--- config.mk ---
export PLATFORM = sky130hd
export DESIGN_NAME = oam_write_ctrl
export DESIGN_NICKNAME = d
export VERILOG_FILES = /design/src/rtl/oam_write_ctrl.sv
export SDC_FILE = /design/constraint.sdc
export NUM_CORES = 1
export LEC_CHECK = 0
export CELL_PAD_IN_SITES_DETAIL_PLACEMENT = 1
export CELL_PAD_IN_SITES_GLOBAL_PLACEMENT = 2
export CORE_MARGIN = 5
export CORE_UTILIZATION = 30
export DETAILED_ROUTE_END_ITERATION = 12
export DONT_BUFFER_PORTS = 1
export PLACE_DENSITY = 0.49
export SKIP_CTS_REPAIR_TIMING = 1
export SYNTH_ARGS = -nofsm -noshare
export SYNTH_HDL_FRONTEND = slang
export SYNTH_SLANG_ARGS = --single-unit
--- constraint.sdc ---
create_clock -name clk -period 3 [get_ports clk]
set_clock_uncertainty 0.05 [all_clocks]
set_input_delay 0.3 -clock clk [delete_from_list [all_inputs] [get_ports clk]]
set_output_delay 0.3 -clock clk [all_outputs]
set_load 0.005 [all_outputs]
--- src/rtl/oam_write_ctrl.sv ---
// oam_write_ctrl: buffers S-type sprite-attribute writes from the decode stage
// in a small FIFO and drains them into OAM RAM only while the PPU is not
// reading OAM. Back-pressures the pipeline with oam_stall.
// Optional feature macro: OAM_CLEAR_EN (adds the CLEAR state that walks all
// 64 OAM entries writing an off-screen y-coordinate).
module oam_write_ctrl #(
  parameter int          FIFO_DEPTH = 4,
  parameter int          CNT_W      = 3,
  parameter logic [7:0]  CLEAR_Y    = 8'hF0
) (
  input  logic             clk,
  input  logic             rst,
  input  logic             oam_wr,
  input  logic [9:0]       S_type_index,
  input  logic [31:0]      S_type_value,
  input  logic             ppu_busy,
  input  logic             clear_req,
  output logic             oam_stall,
  output logic             oam_we,
  output logic [5:0]       oam_addr,
  output logic [31:0]      oam_wdata,
  output logic [CNT_W-1:0] fifo_count
);

  localparam int PTR_W = $clog2(FIFO_DEPTH);

`ifdef OAM_CLEAR_EN
  typedef enum logic [1:0] {IDLE, DRAIN, CLEAR} state_t;
`else
  typedef enum logic [1:0] {IDLE, DRAIN} state_t;
`endif

  state_t             state, state_nxt;
  logic [5:0]         buf_addr [FIFO_DEPTH];
  logic [31:0]        buf_data [FIFO_DEPTH];
  logic [PTR_W-1:0]   wr_ptr, rd_ptr;
  logic [CNT_W-1:0]   count;
  logic               full, empty, push, pop;

`ifdef OAM_CLEAR_EN
  logic [5:0]         clr_addr;
  logic               clr_pending;
  logic               clr_step;
`else
  logic               unused_ok;
  assign unused_ok = ^{S_type_index[9:6], clear_req, CLEAR_Y};
`endif

  assign fifo_count = count;

  // Handshake and next-state decode; stall depends only on state and count.
  always_comb begin
    // NOTE: every always_comb output gets a default first so no path can infer a latch.
    state_nxt = state;
    full      = (count == CNT_W'(FIFO_DEPTH));
    empty     = (count == '0);
`ifdef OAM_CLEAR_EN
    oam_stall = full || (state == CLEAR);
    clr_step  = (state == CLEAR) && !ppu_busy;
`else
    oam_stall = full;
`endif
    push      = oam_wr && !oam_stall;
    pop       = (state == DRAIN) && !empty && !ppu_busy;

    case (state)
      IDLE: begin
        // Entering DRAIN on the accepting edge lets the first pop happen one edge later.
        if (!empty || push) state_nxt = DRAIN;
`ifdef OAM_CLEAR_EN
        else if (clear_req || clr_pending) state_nxt = CLEAR;
`endif
      end
      DRAIN: begin
        // Stay until the FIFO is empty and the last registered write has landed.
        if (empty && !push && !oam_we) state_nxt = IDLE;
      end
`ifdef OAM_CLEAR_EN
      CLEAR: begin
        if (clr_step && (clr_addr == 6'd63)) state_nxt = IDLE;
      end
`endif
      default: state_nxt = IDLE;
    endcase
  end

  // FIFO storage write port; contents are qualified by count, so no reset is needed.
  always_ff @(posedge clk) begin
    // NOTE: the buffer array is deliberately not reset; occupancy lives in count/pointers.
    if (push) begin
      buf_addr[wr_ptr] <= S_type_index[5:0];
      buf_data[wr_ptr] <= S_type_value;
    end
  end

  // State register, FIFO pointers and occupancy count.
  always_ff @(posedge clk) begin
    // NOTE: sequential state uses non-blocking assignments only.
    if (rst) begin
      state  <= IDLE;
      wr_ptr <= '0;
      rd_ptr <= '0;
      count  <= '0;
    end else begin
      state <= state_nxt;
      if (push) wr_ptr <= wr_ptr + PTR_W'(1);
      if (pop)  rd_ptr <= rd_ptr + PTR_W'(1);
      case ({push, pop})
        2'b10:   count <= count + CNT_W'(1);
        2'b01:   count <= count - CNT_W'(1);
        default: count <= count;
      endcase
    end
  end

`ifdef OAM_CLEAR_EN
  // Clear walk address and the pending flag for a clear requested mid-drain.
  always_ff @(posedge clk) begin
    if (rst) begin
      clr_addr    <= '0;
      clr_pending <= 1'b0;
    end else begin
      if (clr_step) clr_addr <= clr_addr + 6'd1;
      if ((state_nxt == CLEAR) && (state != CLEAR)) clr_pending <= 1'b0;
      else if (clear_req && (state != CLEAR))      clr_pending <= 1'b1;
    end
  end
`endif

  // Registered OAM write port: a FIFO pop or a clear step drives one strobe next cycle.
  always_ff @(posedge clk) begin
    if (rst) begin
      oam_we    <= 1'b0;
      oam_addr  <= '0;
      oam_wdata <= '0;
    end else begin
      oam_we <= 1'b0;
      if (pop) begin
        oam_we    <= 1'b1;
        oam_addr  <= buf_addr[rd_ptr];
        oam_wdata <= buf_data[rd_ptr];
      end
`ifdef OAM_CLEAR_EN
      else if (clr_step) begin
        oam_we    <= 1'b1;
        oam_addr  <= clr_addr;
        oam_wdata <= {24'h000000, CLEAR_Y};
      end
`endif
    end
  end

endmodule

# Yosys cells after proc, flatten, opt, wreduce, memory -nomap -nowiden
# Memory sizes are Yosys's and may differ from the RTL's. A register that Yosys moved wholly into a read port is not among the register bits.
# Index checks and enable logic that the tools add are counted.
# totals
ram_bits,152
word_cells,39
n_memories,2
reg_bits,10
# mem_list
name,depth,word_bits,rd,rd_ports_with_merged_regs,write_ports,line,rtl
buf_data,4,32,1,1,1,35,logic [31:0] buf_data [FIFO_DEPTH];
buf_addr,4,6,1,1,1,34,logic [5:0] buf_addr [FIFO_DEPTH];
# op_classes
n_reduce_logical,15
n_addsub,4
n_eq_ne,6
muxes,7
# op_table
op,n
case mux 3 bit (2 select lines),1
logical AND 1 bit,5
logical NOT 1 bit,5
adder 2 x 1 -> 2 bit (second input constant),2
equality test 2 x 1 -> 1 bit (second input constant),2
two-way mux 2 bit,2
case mux 2 bit (2 select lines),1
adder 3 x 1 -> 3 bit (second input constant),1
equality test 3 bit (second input constant),1
logical NOT 3 bit,1
two-way mux 1 bit,3
subtractor 3 x 1 -> 3 bit (second input constant),1
equality test 2 bit (second input constant),1
logical NOT 2 bit,1
inequality test 2 x 1 -> 1 bit (second input constant),1
inequality test 2 bit (second input constant),1
AND reduction 2 bit,1
nonzero test 2 bit,1
logical OR 1 bit,1

# Longest topological paths before layout
# logic_depth
ltp_word,8
mapped_depth,10
mapped_depth_nobuf,9

# Least setup slack after synthesis
# OpenSTA, ideal clock, no wires.
# synth_path
path_type,register to register
from,register count[0] (netlist: fifo_count[0])
to,memory buf_addr[0][0] (enable)
synth_period_minus_slack_ps,2232
n_path_buf,1
setup_time_ps,399
required_ps,2551
setup_slack_ps,768
arrival_ps,1783
stages_incl_launch_ff,4
path_cell_list,dfxtp_1 or3b_1 clkbuf_1 and3_1
# synth_between
elab_chain_len,5
# synth_lines
element,line,rtl
from (decl),37,logic [CNT_W-1:0] count;
from (signal assigned),109,2'b10: count <= count + CNT_W'(1);
from (signal assigned),110,2'b01: count <= count - CNT_W'(1);
from (signal assigned),111,default: count <= count;
equality test 3 bit,55,full = (count == CNT_W'(FIFO_DEPTH));
logical NOT 1 bit,63,push = oam_wr && !oam_stall;
logical AND 1 bit,63,
two-way mux 1 bit,90,if (push) begin
two-way mux 1 bit (not written as such),91,buf_addr[wr_ptr] <= S_type_index[5:0];
to (decl),34,
# Every way passes these cells.

# Final worst setup path
# layout_path
from,register count[0] (netlist: fifo_count[0])
to,register count[2] (netlist: fifo_count[2])
# layout_between
word_cells_on_any_way,13
# layout_lines
element,line,rtl
equality test 3 bit *,55,
named net oam_stall,18,"output logic oam_stall,"
logical NOT 1 bit *,63,
logical AND 1 bit *,63,
equality test 2 x 1 -> 1 bit or equality test 2 bit (tied branches),108,"case ({push, pop})"
case mux 3 bit (2 select lines) or nonzero test 2 bit (tied branches),n/a,
# Mark *: on every way through the listed nets, which the timed path passes. The rest lies on a longest branch.
# A chain may end at the register's enable or synchronous reset.

==> flow_metrics.env <==
export IMPL_outcome="finished clean"
export IMPL_tritoncts_clock_tree="yes"
export IMPL_yosys_area_top_type_share=0.638
export IMPL_yosys_top_cells_area="sky130_fd_sc_hd__edfxtp_1 64%, sky130_fd_sc_hd__dfxtp_1 13%, sky130_fd_sc_hd__mux4_2 12%, sky130_fd_sc_hd__a22o_1 4.7%, sky130_fd_sc_hd__buf_6 1.1%"
export IMPL_insertion_delay_ps=430
export IMPL_die_width_um=164
export IMPL_seqPwrFrac=0.546
export IMPL_unrepaired_setup_endpoints_after_global_routing="no"
export IMPL_power_mw=5.91
export IMPL_drcViolationCount=0
export IMPL_synth_nets=394
export IMPL_min_period_ps=2370
export IMPL_drtIter0Drc=159
export IMPL_clockPowerShare=0.383
export IMPL_area_after_dpl_um2=7550
export IMPL_yosysMostFrequentCell="sky130_fd_sc_hd__edfxtp_1"
export IMPL_power_switching_mw=1.34
export IMPL_cp_arrival_ps=2660
export IMPL_post_route_util=0.364
export IMPL_rr_worst_depth=9
export IMPL_hold_path_cell_count=2
export IMPL_route_detailed_vias_per_inst=4.63
export IMPL_gate_power_share=0.072
export IMPL_max_freq_mhz=423
export IMPL_wl_um=15200
export IMPL_synth_cell_type_count=31
export IMPL_grt_max_degree=43
export IMPL_critPathBufInv=2
export IMPL_internal_power_mw=4.58
export IMPL_post_synth_arst_share=0
export IMPL_antenna_found_initial=0
export IMPL_worstHoldPathType="primary input to flip-flop"
export IMPL_max_cap_viol_count=0
export IMPL_delay_of_the_slowest_cell_on_the_worst_path_ps=490
export IMPL_fillerInstances=2283
export IMPL_crit_path_cell_trace="or3b_1 > inv_2 > nor2_1 > inv_1 > ha_1 > fa_1 > xnor2_1 > or3_1 > a21oi_1"
export IMPL_postSynth_topFlopCell="sky130_fd_sc_hd__edfxtp_1"
export IMPL_cellPowerDensity_nw_per_um2=693
export IMPL_ys_ff_latch=199
export IMPL_rr_startpoint="fifo_count[0]"
export IMPL_nets=445
export IMPL_ys_warnings_count=0
export IMPL_slew_headroom=0.385
export IMPL_synth_cell_area_um2=7160
export IMPL_first_global_vias=3603
export IMPL_ant_nets=0
export IMPL_synth_top_cell_by_area="sky130_fd_sc_hd__edfxtp_1"
export IMPL_finalInstanceArea_um2=8540
export IMPL_place_port_buffers=0
export IMPL_final_setup_tns_ps=0
export IMPL_synth_yosys_seq_area_share=0.769
export IMPL_worstSetupPathType="flip-flop to flip-flop"
export IMPL_wire_per_inst_um=20.9
export IMPL_multi_input_comb_area_um2=1510
export IMPL_clockBufferDepth=2
export IMPL_post_synth_most_frequent_cells="152 x sky130_fd_sc_hd__edfxtp_1, 47 x sky130_fd_sc_hd__dfxtp_1, 38 x sky130_fd_sc_hd__a22o_1, 38 x sky130_fd_sc_hd__mux4_2, 7 x sky130_fd_sc_hd__buf_6"
export IMPL_tightest_slew_ps=923
export IMPL_largest_voltage_drop_on_the_vdd_net_mv=0.261
export IMPL_critPathSlowestCell="sky130_fd_sc_hd__dfxtp_1"
export IMPL_critPathMaxFanout=7
export IMPL_core_region_area_um2=23500
export IMPL_finalMaxSlewViolations=0
export IMPL_drive_above_1_share=0.220
export IMPL_cts_num_sinks=199
export IMPL_grt_first_pass_wirelength_um=22200
export IMPL_globalplace_congestion=0.681
export IMPL_synth_cells=341
export IMPL_fin_crit_sh=0.788
export IMPL_htree_levels=4
export IMPL_drt_pre_antenna_iters=4
export IMPL_r2r_end="fifo_count[2]"
export IMPL_finalSetupViolCount=0
export IMPL_critical_path_startpoint_type="flip-flop"
export IMPL_die_h_um=164
export IMPL_grt_util_all_layers=0.116
export IMPL_worst_ep_required_time_ps=3300
export IMPL_io_pins=90
export IMPL_ant_diodes=0
export IMPL_worst_hold_startpoint="oam_wr"
export IMPL_mean_cell_area_of_the_mapped_netlist_um2=21.0
export IMPL_hold_violations=0
export IMPL_timing_reg2reg_setup_slack_ps=630
export IMPL_cpLargestDelayFamily="simple AND/OR/NAND/NOR gates"
export IMPL_worstHoldEndpoint="wr_ptr[0]"
export IMPL_clkTransAtPathRegs_ps=70
export IMPL_endpoint_kind="flip-flop"
export IMPL_dieArea_um2=27000
export IMPL_switching_share=0.226
export IMPL_vias_after_detailed_routing=3351
export IMPL_number_of_enable_type_register_cells_in_the_synthesized_netlist=152
export IMPL_grt_overflow=0
export IMPL_ctsRootBufferMaster="sky130_fd_sc_hd__clkbuf_16"
export IMPL_rows=56
export IMPL_register_area_um2=5510
export IMPL_numCtsBuffers=17
export IMPL_synthToLayoutAreaGrowth_pct=19.3
export IMPL_dp_hpwl_um=8540
export IMPL_floorplan_initialDensity=0.305
export IMPL_static_leakage_power_nw=2.76
## flip-flops by register name (all words and copies together) (netlist names)
signal / count
oam_we: 1
state: 1
buf_addr: 24
buf_data: 128
oam_addr: 6
rd_ptr: 2
wr_ptr: 2
fifo_count: 3
oam_wdata: 32
## how the worst max path moves through the flow
stage | from | to | depth (start not counted)
6_report | fifo_count[0] | fifo_count[2] | 9
5_1_grt | fifo_count[0] | fifo_count[2] | 9
4_1_cts | fifo_count[0] | fifo_count[2] | 9
3_5_place_dp | fifo_count[0] | fifo_count[2] | 9
3_3_place_gp | fifo_count[0] | fifo_count[2] | 9
2_1_floorplan | fifo_count[0] | buf_addr[0][0] | 3
## power groups by stage
stage / combinational [mW] / sequential (mW) / clock, mW
after floorplan: 0.319 / 3.23 / 0
after global placement: 0.366 / 3.29 / 0
after detailed placement: 0.372 / 3.30 / 0
after CTS: 0.373 / 3.24 / 2.34
after global routing: 0.468 / 3.25 / 2.46
final: 0.425 / 3.23 / 2.26
## per-stage QoR
stage	worst slack [ps]	hold WS [ps]	cells
floorplan	768	349	341
global placement	707	313	651
detailed placement	631	315	651
CTS	594	-146	683
global route	441	1.88	724
finish	635	5.07	724
## cell usage in the layout, fill, tap and decap left out, drive strengths merged, types with 3 or more instances in the layout
cell,n
mux4,38
or3,3
clkinvlp,3
buf,10
edfxtp,152
o21ai,4
inv,10
dfxtp,47
ha,5
nor2,5
dlygate4sd3,41
clkbuf,18
and3,4
a22o,38
clkinv,5
a21oi,7
## logic make-up (layout without fill, tap and decap cells)
group	after synthesis	count (layout)	synth area share
AND/OR/NAND/NOR	19	19	0.0159
XOR/XNOR	2	2	0.00245
flip-flops	199	199	0.769
multiplexers	39	39	0.121
AO/OA/AOI/OAI	51	51	0.0582
buffers and inverters	25	89	0.0217
adder cells (fa/ha/maj)	6	6	0.0115
## per-layer routing
| layer | GRT usage | vias to the layer above | wire length, um |
|---|---|---|---|
| li1 | - | 1499 | - |
| met1 | 0.131 | 1788 | 6030 |
| met2 | 0.201 | 59 | 8190 |
| met3 | 0.0484 | 5 | 844 |
| met4 | 0.0329 | 0 | 98 |
| met5 | 0 | - | 0 |
## layout make-up
type                    instances  share of cell area
multi-input cells             117               0.176
clock buffers                  18              0.0503
clock inverters                14              0.0174
flip-flops and latches        199               0.645
repair buffers                 51              0.0612
inverters                       6             0.00264
well taps                     319              0.0467
No activity file was read; power rests on OpenSTA's default activity.
